`src/rtl/m_spi_fifo_tx.sv`:
```
// Buffered SPI transmitter: valid/ready FIFO of {dc,data} words feeding an MSB-first
// shifter with programmable SCL divider, idle polarity, chip select and inter-word gap.
module m_spi_fifo_tx #(
   parameter int DATA_W     = 8,
   parameter int FIFO_DEPTH = 16,
   parameter int CLK_DIV    = 1,
   parameter bit CPOL       = 1'b1,
   parameter int GAP        = 1
) (
   input  logic                          w_clk,
   input  logic                          w_rst_n,
   input  logic                          i_valid,
   output logic                          o_ready,
   input  logic [DATA_W-1:0]             i_data,
   input  logic                          i_dc,
   output logic                          o_sda,
   output logic                          o_scl,
   output logic                          o_dc,
   output logic                          o_cs_n,
   output logic                          o_busy,
   output logic [$clog2(FIFO_DEPTH):0]   o_level
);

   localparam int PTR_W      = $clog2(FIFO_DEPTH);
   localparam int LVL_W      = PTR_W + 1;
   localparam int ENT_W      = DATA_W + 1;
   localparam int DIV_W      = (CLK_DIV > 1) ? $clog2(CLK_DIV) : 1;
   localparam int BIT_W      = $clog2(DATA_W);
   localparam int GAP_W      = (GAP > 1) ? $clog2(GAP) : 1;
   localparam int GAP_LAST_I = (GAP > 0) ? GAP - 1 : 0;

   localparam logic [LVL_W-1:0] LVL_FULL = LVL_W'(FIFO_DEPTH);
   localparam logic [DIV_W-1:0] DIV_LAST = DIV_W'(CLK_DIV - 1);
   localparam logic [BIT_W-1:0] BIT_LAST = BIT_W'(DATA_W - 1);
   localparam logic [GAP_W-1:0] GAP_LAST = GAP_W'(GAP_LAST_I);

   typedef enum logic [1:0] {
      S_IDLE,
      S_SHIFT,
      S_GAP
   } state_t;

   state_t              state;
   state_t              state_next;

   logic [ENT_W-1:0]    mem [FIFO_DEPTH];
   logic [PTR_W-1:0]    wr_ptr;
   logic [PTR_W-1:0]    rd_ptr;
   logic [LVL_W-1:0]    level;
   logic                ready_en;
   logic                push;
   logic                pop;
   logic                go_idle;
   logic                have_word;
   logic [ENT_W-1:0]    rd_entry;

   logic [DATA_W-1:0]   shreg;
   logic [DIV_W-1:0]    div_cnt;
   logic                phase_b;
   logic [BIT_W-1:0]    bit_cnt;
   logic [GAP_W-1:0]    gap_cnt;
   logic                div_done;
   logic                word_end;

   // ------------------------------------------------------------------
   // FIFO
   // ------------------------------------------------------------------
   assign o_ready   = ready_en && (level != LVL_FULL);
   assign push      = i_valid && o_ready;
   assign have_word = (level != '0);
   assign rd_entry  = mem[rd_ptr];
   assign o_level   = level;

   // NOTE: storage is deliberately not reset; pointers and level alone define which entries are valid.
   always_ff @(posedge w_clk) begin
      if (push) begin
         mem[wr_ptr] <= {i_dc, i_data};
      end
   end

   always_ff @(posedge w_clk or negedge w_rst_n) begin
      if (!w_rst_n) begin
         wr_ptr   <= '0;
         rd_ptr   <= '0;
         level    <= '0;
         ready_en <= 1'b0;
      end else begin
         ready_en <= 1'b1;
         if (push) begin
            wr_ptr <= wr_ptr + PTR_W'(1);
         end
         if (pop) begin
            rd_ptr <= rd_ptr + PTR_W'(1);
         end
         case ({push, pop})
            2'b10:   level <= level + LVL_W'(1);
            2'b01:   level <= level - LVL_W'(1);
            default: level <= level;
         endcase
      end
   end

   // ------------------------------------------------------------------
   // Control FSM
   // ------------------------------------------------------------------
   assign div_done = (div_cnt == DIV_LAST);
   assign word_end = phase_b && div_done && (bit_cnt == '0);
   assign o_busy   = have_word || (state != S_IDLE);

   always_ff @(posedge w_clk or negedge w_rst_n) begin
      if (!w_rst_n) begin
         state <= S_IDLE;
      end else begin
         state <= state_next;
      end
   end

   // NOTE: every output of this block is given a default first so no path leaves a latch behind.
   always_comb begin
      state_next = state;
      pop        = 1'b0;
      go_idle    = 1'b0;
      case (state)
         S_IDLE: begin
            if (have_word) begin
               pop        = 1'b1;
               state_next = S_SHIFT;
            end
         end
         S_SHIFT: begin
            if (word_end) begin
               if (GAP > 0) begin
                  state_next = S_GAP;
               end else if (have_word) begin
                  pop = 1'b1;
               end else begin
                  go_idle    = 1'b1;
                  state_next = S_IDLE;
               end
            end
         end
         S_GAP: begin
            if (gap_cnt == GAP_LAST) begin
               if (have_word) begin
                  pop        = 1'b1;
                  state_next = S_SHIFT;
               end else begin
                  go_idle    = 1'b1;
                  state_next = S_IDLE;
               end
            end
         end
         default: begin
            state_next = S_IDLE;
         end
      endcase
   end

   // ------------------------------------------------------------------
   // Shifter and pin registers
   // ------------------------------------------------------------------
   // The current bit always sits in the shifter MSB; ones are shifted in so SDA idles high.
   assign o_sda = shreg[DATA_W-1];

   always_ff @(posedge w_clk or negedge w_rst_n) begin
      if (!w_rst_n) begin
         shreg   <= '1;
         o_scl   <= CPOL;
         o_dc    <= 1'b0;
         o_cs_n  <= 1'b1;
         div_cnt <= '0;
         phase_b <= 1'b0;
         bit_cnt <= '0;
         gap_cnt <= '0;
      end else if (pop) begin
         shreg   <= rd_entry[DATA_W-1:0];
         o_dc    <= rd_entry[DATA_W];
         o_cs_n  <= 1'b0;
         o_scl   <= ~CPOL;
         div_cnt <= '0;
         phase_b <= 1'b0;
         bit_cnt <= BIT_LAST;
      end else if (go_idle) begin
         o_cs_n  <= 1'b1;
         o_scl   <= CPOL;
      end else if (state == S_SHIFT) begin
         if (div_done) begin
            div_cnt <= '0;
            if (!phase_b) begin
               phase_b <= 1'b1;
               o_scl   <= CPOL;
            end else if (bit_cnt != '0) begin
               bit_cnt <= bit_cnt - BIT_W'(1);
               shreg   <= {shreg[DATA_W-2:0], 1'b1};
               phase_b <= 1'b0;
               o_scl   <= ~CPOL;
            end else begin
               gap_cnt <= '0;
            end
         end else begin
            div_cnt <= div_cnt + DIV_W'(1);
         end
      end else if (state == S_GAP) begin
         gap_cnt <= gap_cnt + GAP_W'(1);
      end
   end

endmodule

```
`config.mk`:
```
export PLATFORM = sky130hd
export DESIGN_NAME = m_spi_fifo_tx
export DESIGN_NICKNAME = d
export VERILOG_FILES = /design/src/rtl/m_spi_fifo_tx.sv
export SDC_FILE = /design/constraint.sdc
export NUM_CORES = 1
export LEC_CHECK = 0
export BUFFER_PORTS_ARGS = -buffer_cell sky130_fd_sc_hd__buf_2
export CAP_MARGIN = 5
export CORE_AREA = 2 2 118 120
export DETAILED_ROUTE_END_ITERATION = 10
export DIE_AREA = 0 0 120 122
export PLACE_DENSITY = 0.71
export SLEW_MARGIN = 5
export SYNTH_ARGS = -nofsm -noshare
export SYNTH_HDL_FRONTEND = slang
export SYNTH_SLANG_ARGS = --single-unit
```
`constraint.sdc`:
```
create_clock -name w_clk -period 5.37 [get_ports w_clk]
set_input_delay 0.537 -clock w_clk [delete_from_list [all_inputs] [get_ports w_clk]]
set_output_delay 0.537 -clock w_clk [all_outputs]
set_load 0.005 [all_outputs]
```
Word level (Yosys, flattened, before mapping) --
Memories as Yosys holds them, arrays and structs flattened. Cells that the tools add are included.
Operators by class: multiplexer cells 49, bitwise logic cells 3, reduce and logical (&&, ||, !) cells 23, add/subtract/negate cells 7, equality and inequality tests 15
Operator list (number):
- 2-to-1 mux 8 bit | 6
- 2-to-1 mux 1 bit | 31
- 2-to-1 mux 3 bit | 6
- != test 2 bit, second input constant | 8
- nonzero test 2 bit | 7
- one-hot mux 5 bit (2 select lines) | 1
- AND reduction 3 bit | 3
- adder 4 x 1 -> 4 bit, second input constant | 2
- 2-to-1 mux 2 bit | 3
- one-hot mux 2 bit (3 select lines) | 1
- AND reduction 6 bit | 1
- nonzero test 3 bit | 2
- adder 5 x 1 -> 5 bit, second input constant | 1
- != test 5 bit, second input constant | 1
- AND reduction 5 bit | 1
- nonzero test 5 bit | 1
- subtractor 5 x 1 -> 5 bit, second input constant | 1
- equality test 2 x 1 -> 1 bit, second input constant | 2
- equality test 2 bit, second input constant | 2
- logical AND 1 bit | 4
- != test 4 x 3 -> 1 bit, second input constant | 1
- zero test 3 bit | 1
- != test 3 bit, second input constant | 1
- inverter 1 bit | 3
- other kinds (6) | 7
Word-level totals: input bits 12, memory bits (writable) 144, output and inout bits 11, memories kept 1, bits in registers 33
Memory list:
- mem | words 16, width 9, read ports 1, clocked after Yosys merged registers in 0, wr ports 1, RTL line 46 | logic [ENT_W-1:0] mem [FIFO_DEPTH];

Depth between registers and ports, before layout --
depth after elaboration 7, gate-level depth with buffers 14, gate-level depth less buffers 11

Worst setup path before layout --
OpenSTA, ideal clock, no wires.
path type reg-to-reg, start point register level[2], in the netlist o_level[2], end point register level[2], in the netlist o_level[2], required time 5245 ps, library setup time 125 ps, cell stages (with the launch flop) 14, arrival time 2727 ps, path buffers 4, setup slack 2518 ps, cells stage by stage dfrtp_1 buf_6 or4_4 o21a_1 buf_6 buf_2 ha_1 clkbuf_1 xor2_1 ha_1 a21oi_1 xor2_1 nor2_1 xor2_1
On the way: word-level cells in the longest chain between the ends 6, elaborated cells on any way between the ends 13
RTL lines:
- start, declared | RTL line 49 | logic [LVL_W-1:0] level;
- start signal, assigned | RTL line 96 | 2'b10: level <= level + LVL_W'(1);
- start signal, assigned | RTL line 97 | 2'b01: level <= level - LVL_W'(1);
- start signal, assigned | RTL line 98 | default: level <= level;
- nonzero test 5 bit | RTL line 70 | assign have_word = (level != '0);
- 2-to-1 mux 1 bit | RTL line 125, 144
- 2-to-1 mux 1 bit | RTL line 143 | if (gap_cnt == GAP_LAST) begin
- one-hot mux 1 bit (2 select lines) | RTL line 123 | case (state)
- equality test 2 x 1 -> 1 bit or equality test 2 bit (tied branches) | RTL line 95 | case ({push, pop})
- one-hot mux 5 bit (2 select lines) or nonzero test 2 bit (tied branches)
Parallel ways exist; a longest one is shown, timed or not. A chain may end at the register's enable or synchronous reset.

Worst setup path in the final report --
Ends and elaborated chain as after synthesis.

==> run summary <==
==============================================================================
Outcome                                                              completed
Die Ht                                                                  122 um
Number of routed nets with antenna violations                                0
Hold buffer count at cts                                                     0
Warnings from Yosys                                                          0
Number of pins with negative max-slew slack in the final report              0
DR iter-0 viols                                                            280
Number of global-route vias before repair                                3,580
Number of nets in the layout                                               429
Maximum vdd drop                                                      0.402 mV
Finished Core Util                                                       59.4%
Die Footprint                                                      14,600 um^2
Final clock period utilization by the worst path                         57.8%
Avg Vias per Cell                                                         5.73
Multi-input gate area in the final layout                            1910 um^2
Aggregate global-route resource usage                                    19.1%
Detailed Routing Iterations Pass 1                                           4
Die boundary width                                                      120 um
Total inserted antenna cells                                                 0
Clk buf depth                                                                2
Most frequent cells in the layout                                 edfxtp_1, mux4_2, buf_2, dfrtp_1, and2_1
Clock insertion delay at the later pin of the skew report              0.42 ns
Flip-flop cell with the highest count after synthesis                 edfxtp_1
RR Startpoint                                                     o_level[2]$_DFFE_PN0P_
Finish-stage setup viols                                                     0
Post-layout min period                                                 3.11 ns
Path class of the lowest-slack min-delay path                         in2async
Async set or reset register ratio after synthesis                        18.2%
Hold slack                                                            0.158 ns
Clock tree root driver cell                                          clkbuf_16
Highest net fanout along the worst path                                     21
Footprint of the flip-flops and latches                              5140 um^2
Hold Vio Cnt, Final                                                          0
Routed wire length                                                     12.6 mm
Worst setup skew after layout                                       0.00452 ns
Residual overflow from global routing                                        0
Post-synthesis to final-layout area growth                               11.6%
Reg clk slew, reported paths                                           0.06 ns
Critical path endpoint category                                      flip-flop
Capture instance of the worst register-to-register path           o_level[2]$_DFFE_PN0P_
Wire length of the first global-routing pass                           20.0 mm
Part of the Yosys area used for sequential elements                      71.4%
Synth Instances                                                            383
Timing-limited maximum frequency                                     0.322 GHz
Startpoint Class                                                     flip-flop
Pin count of the biggest net entering global routing                        38
Proportion of layout cells with a drive suffix above 1                   27.4%
Max transition margin                                                    42.5%
Cell area after layout                                               8020 um^2
Port-buffer cells                                                           22
Unrepaired setup endpoints after global routing                          false
Clock tree from TritonCTS                                                  yes
Routability Congestion                                                   0.793
Leading cell type in the layout, fill and taps excluded               edfxtp_1
Quantity of gates resized following cts                                      0
Drt drc                                                                      0
Pwr Density                                                        515 nW/um^2
Worst endpoint data arrival time                                       3.40 ns
Count of flip-flops with a built-in enable after synthesis                 144
Leak                                                                0.00269 uW
Number of buffers added by the clock tree synthesis step                    17
Cell Area, Placed                                                    7430 um^2
Transition time at the pin with the least slew margin                 0.862 ns
Area of the core                                                   13,500 um^2
Mean instance size in the synthesized netlist                        18.8 um^2
Register-to-register setup slack                                       2.26 ns
Area of the mapped netlist                                           7190 um^2
Clock sink total                                                           176
Number of max-cap violations                                                 0
Deepest level of the CTS H-tree                                              4
Worst reg2reg path depth                                                     9
Number of unique standard cell types used by synthesis                      48
Starting utilization of the core area                                    53.2%
Number of register bits inferred by synthesis                              176
Boundary Pins                                                               23
Setup repair bufs after CTS                                                  0
Required time reported for the critical path endpoint                  5.66 ns
Mean routed wirelength per cell                                        21.0 um
Via total after detailed routing                                         3,435
Post-Synthesis Net Count                                                   405
Setup TNS                                                                 0 ns
Number of placement rows                                                    43
Antenna violations before repair                                             0
Filler Cell Count                                                          978
Critical Setup Path Class                                              reg2reg
Final HPWL from detailed placement                                     8.18 mm
==============================================================================
-- worst max path at each step --
| stage | start | to | slack, ns | depth (start not counted) |
|---|---|---|---|---|
| 6_report | o_level[2]$_DFFE_PN0P_ | o_level[2]$_DFFE_PN0P_ | 2.26 | 9 |
| 5_1_grt | o_level[2]$_DFFE_PN0P_ | o_level[4]$_DFFE_PN0P_ | 2.09 | 8 |
| 4_1_cts | o_level[2]$_DFFE_PN0P_ | o_level[2]$_DFFE_PN0P_ | 2.26 | 9 |
| 3_5_place_dp | o_level[2]$_DFFE_PN0P_ | o_level[2]$_DFFE_PN0P_ | 2.28 | 9 |
| 3_3_place_gp | o_level[2]$_DFFE_PN0P_ | o_level[2]$_DFFE_PN0P_ | 2.39 | 9 |
| 2_1_floorplan | o_level[2]$_DFFE_PN0P_ | o_level[2]$_DFFE_PN0P_ | 2.52 | 13 |
-- synth_stat cells (all sizes together) (8+ instances only) --
library cell	instances	area share, %
a21oi	8	0.56
and2	18	1.6
buf	16	1.4
dfrtp	22	7.7
dfstp	10	3.7
edfxtp	144	60
ha	10	1.7
mux2i	9	1.3
mux4	36	11
nor2	9	0.47
o21ai	9	0.63
o22ai	8	0.70
xnor2	8	0.97
-- registers in the layout, indices dropped and copies added (netlist names), 2 cells and up --
name / cells
rd_ptr: 4
mem: 144
bit_cnt: 3
shreg: 8
wr_ptr: 4
o_level: 5
state: 2
-- cell families (layout without fill, tap and decap cells) --
group | count (synthesis) | count (layout) | synth area share, %
flops | 176 | 176 | 71.4
simple gates | 61 | 61 | 4.99
compound gates | 49 | 49 | 5.38
mux | 47 | 47 | 12.8
buf+inv | 26 | 63 | 1.97
xor+xnor | 13 | 13 | 1.58
fa+ha+maj | 10 | 10 | 1.74
other cells | 1 | 1 | 0.0522
-- per-layer routing --
metal	vias to the layer above	track usage [%]	share of wire (%)
li1	1573	-	-
met1	1782	25.1	44
met2	69	31.0	51
met3	11	4.96	3.8
met4	0	7.13	1.1
met5	-	0	0
-- critical path, stage by stage, from the launching register on --
cell and delay (ns):
dfrtp_1 0.48, or4_4 0.57, o21a_1 0.48, ha_1 0.44, xor2_1 0.19, ha_1 0.22, a21oi_1 0.18, xor2_1 0.19
nor2_1 0.07, xor2_1 0.15
-- where the power goes --
part | internal (uW) | switching (uW) | total, uW
combinational | 529 | 573 | 1100
clock | 727 | 488 | 1220
sequential | 1660 | 154 | 1820
total | 2920 | 1220 | 4130
-- cell type report --
class,count,share of cell area [%]
Timing Repair Buffer,24,1.56
Sequential cell,176,64.1
Tap cell,180,2.81
Inverter,7,0.328
Multi-Input combinational cell,181,23.8
Clock inverter,15,2.11
Clock buffer,17,5.30
-- through the flow --
stage	total power (uW)	instances	setup slack, ns
after global placement	2920	568	2.39
after CTS	4180	600	2.26
final	4130	600	2.26
after detailed placement	2960	568	2.28
after floorplan	2680	383	2.52
after global routing	4340	600	2.09
Note: power is estimated with default switching activity, not from simulation.
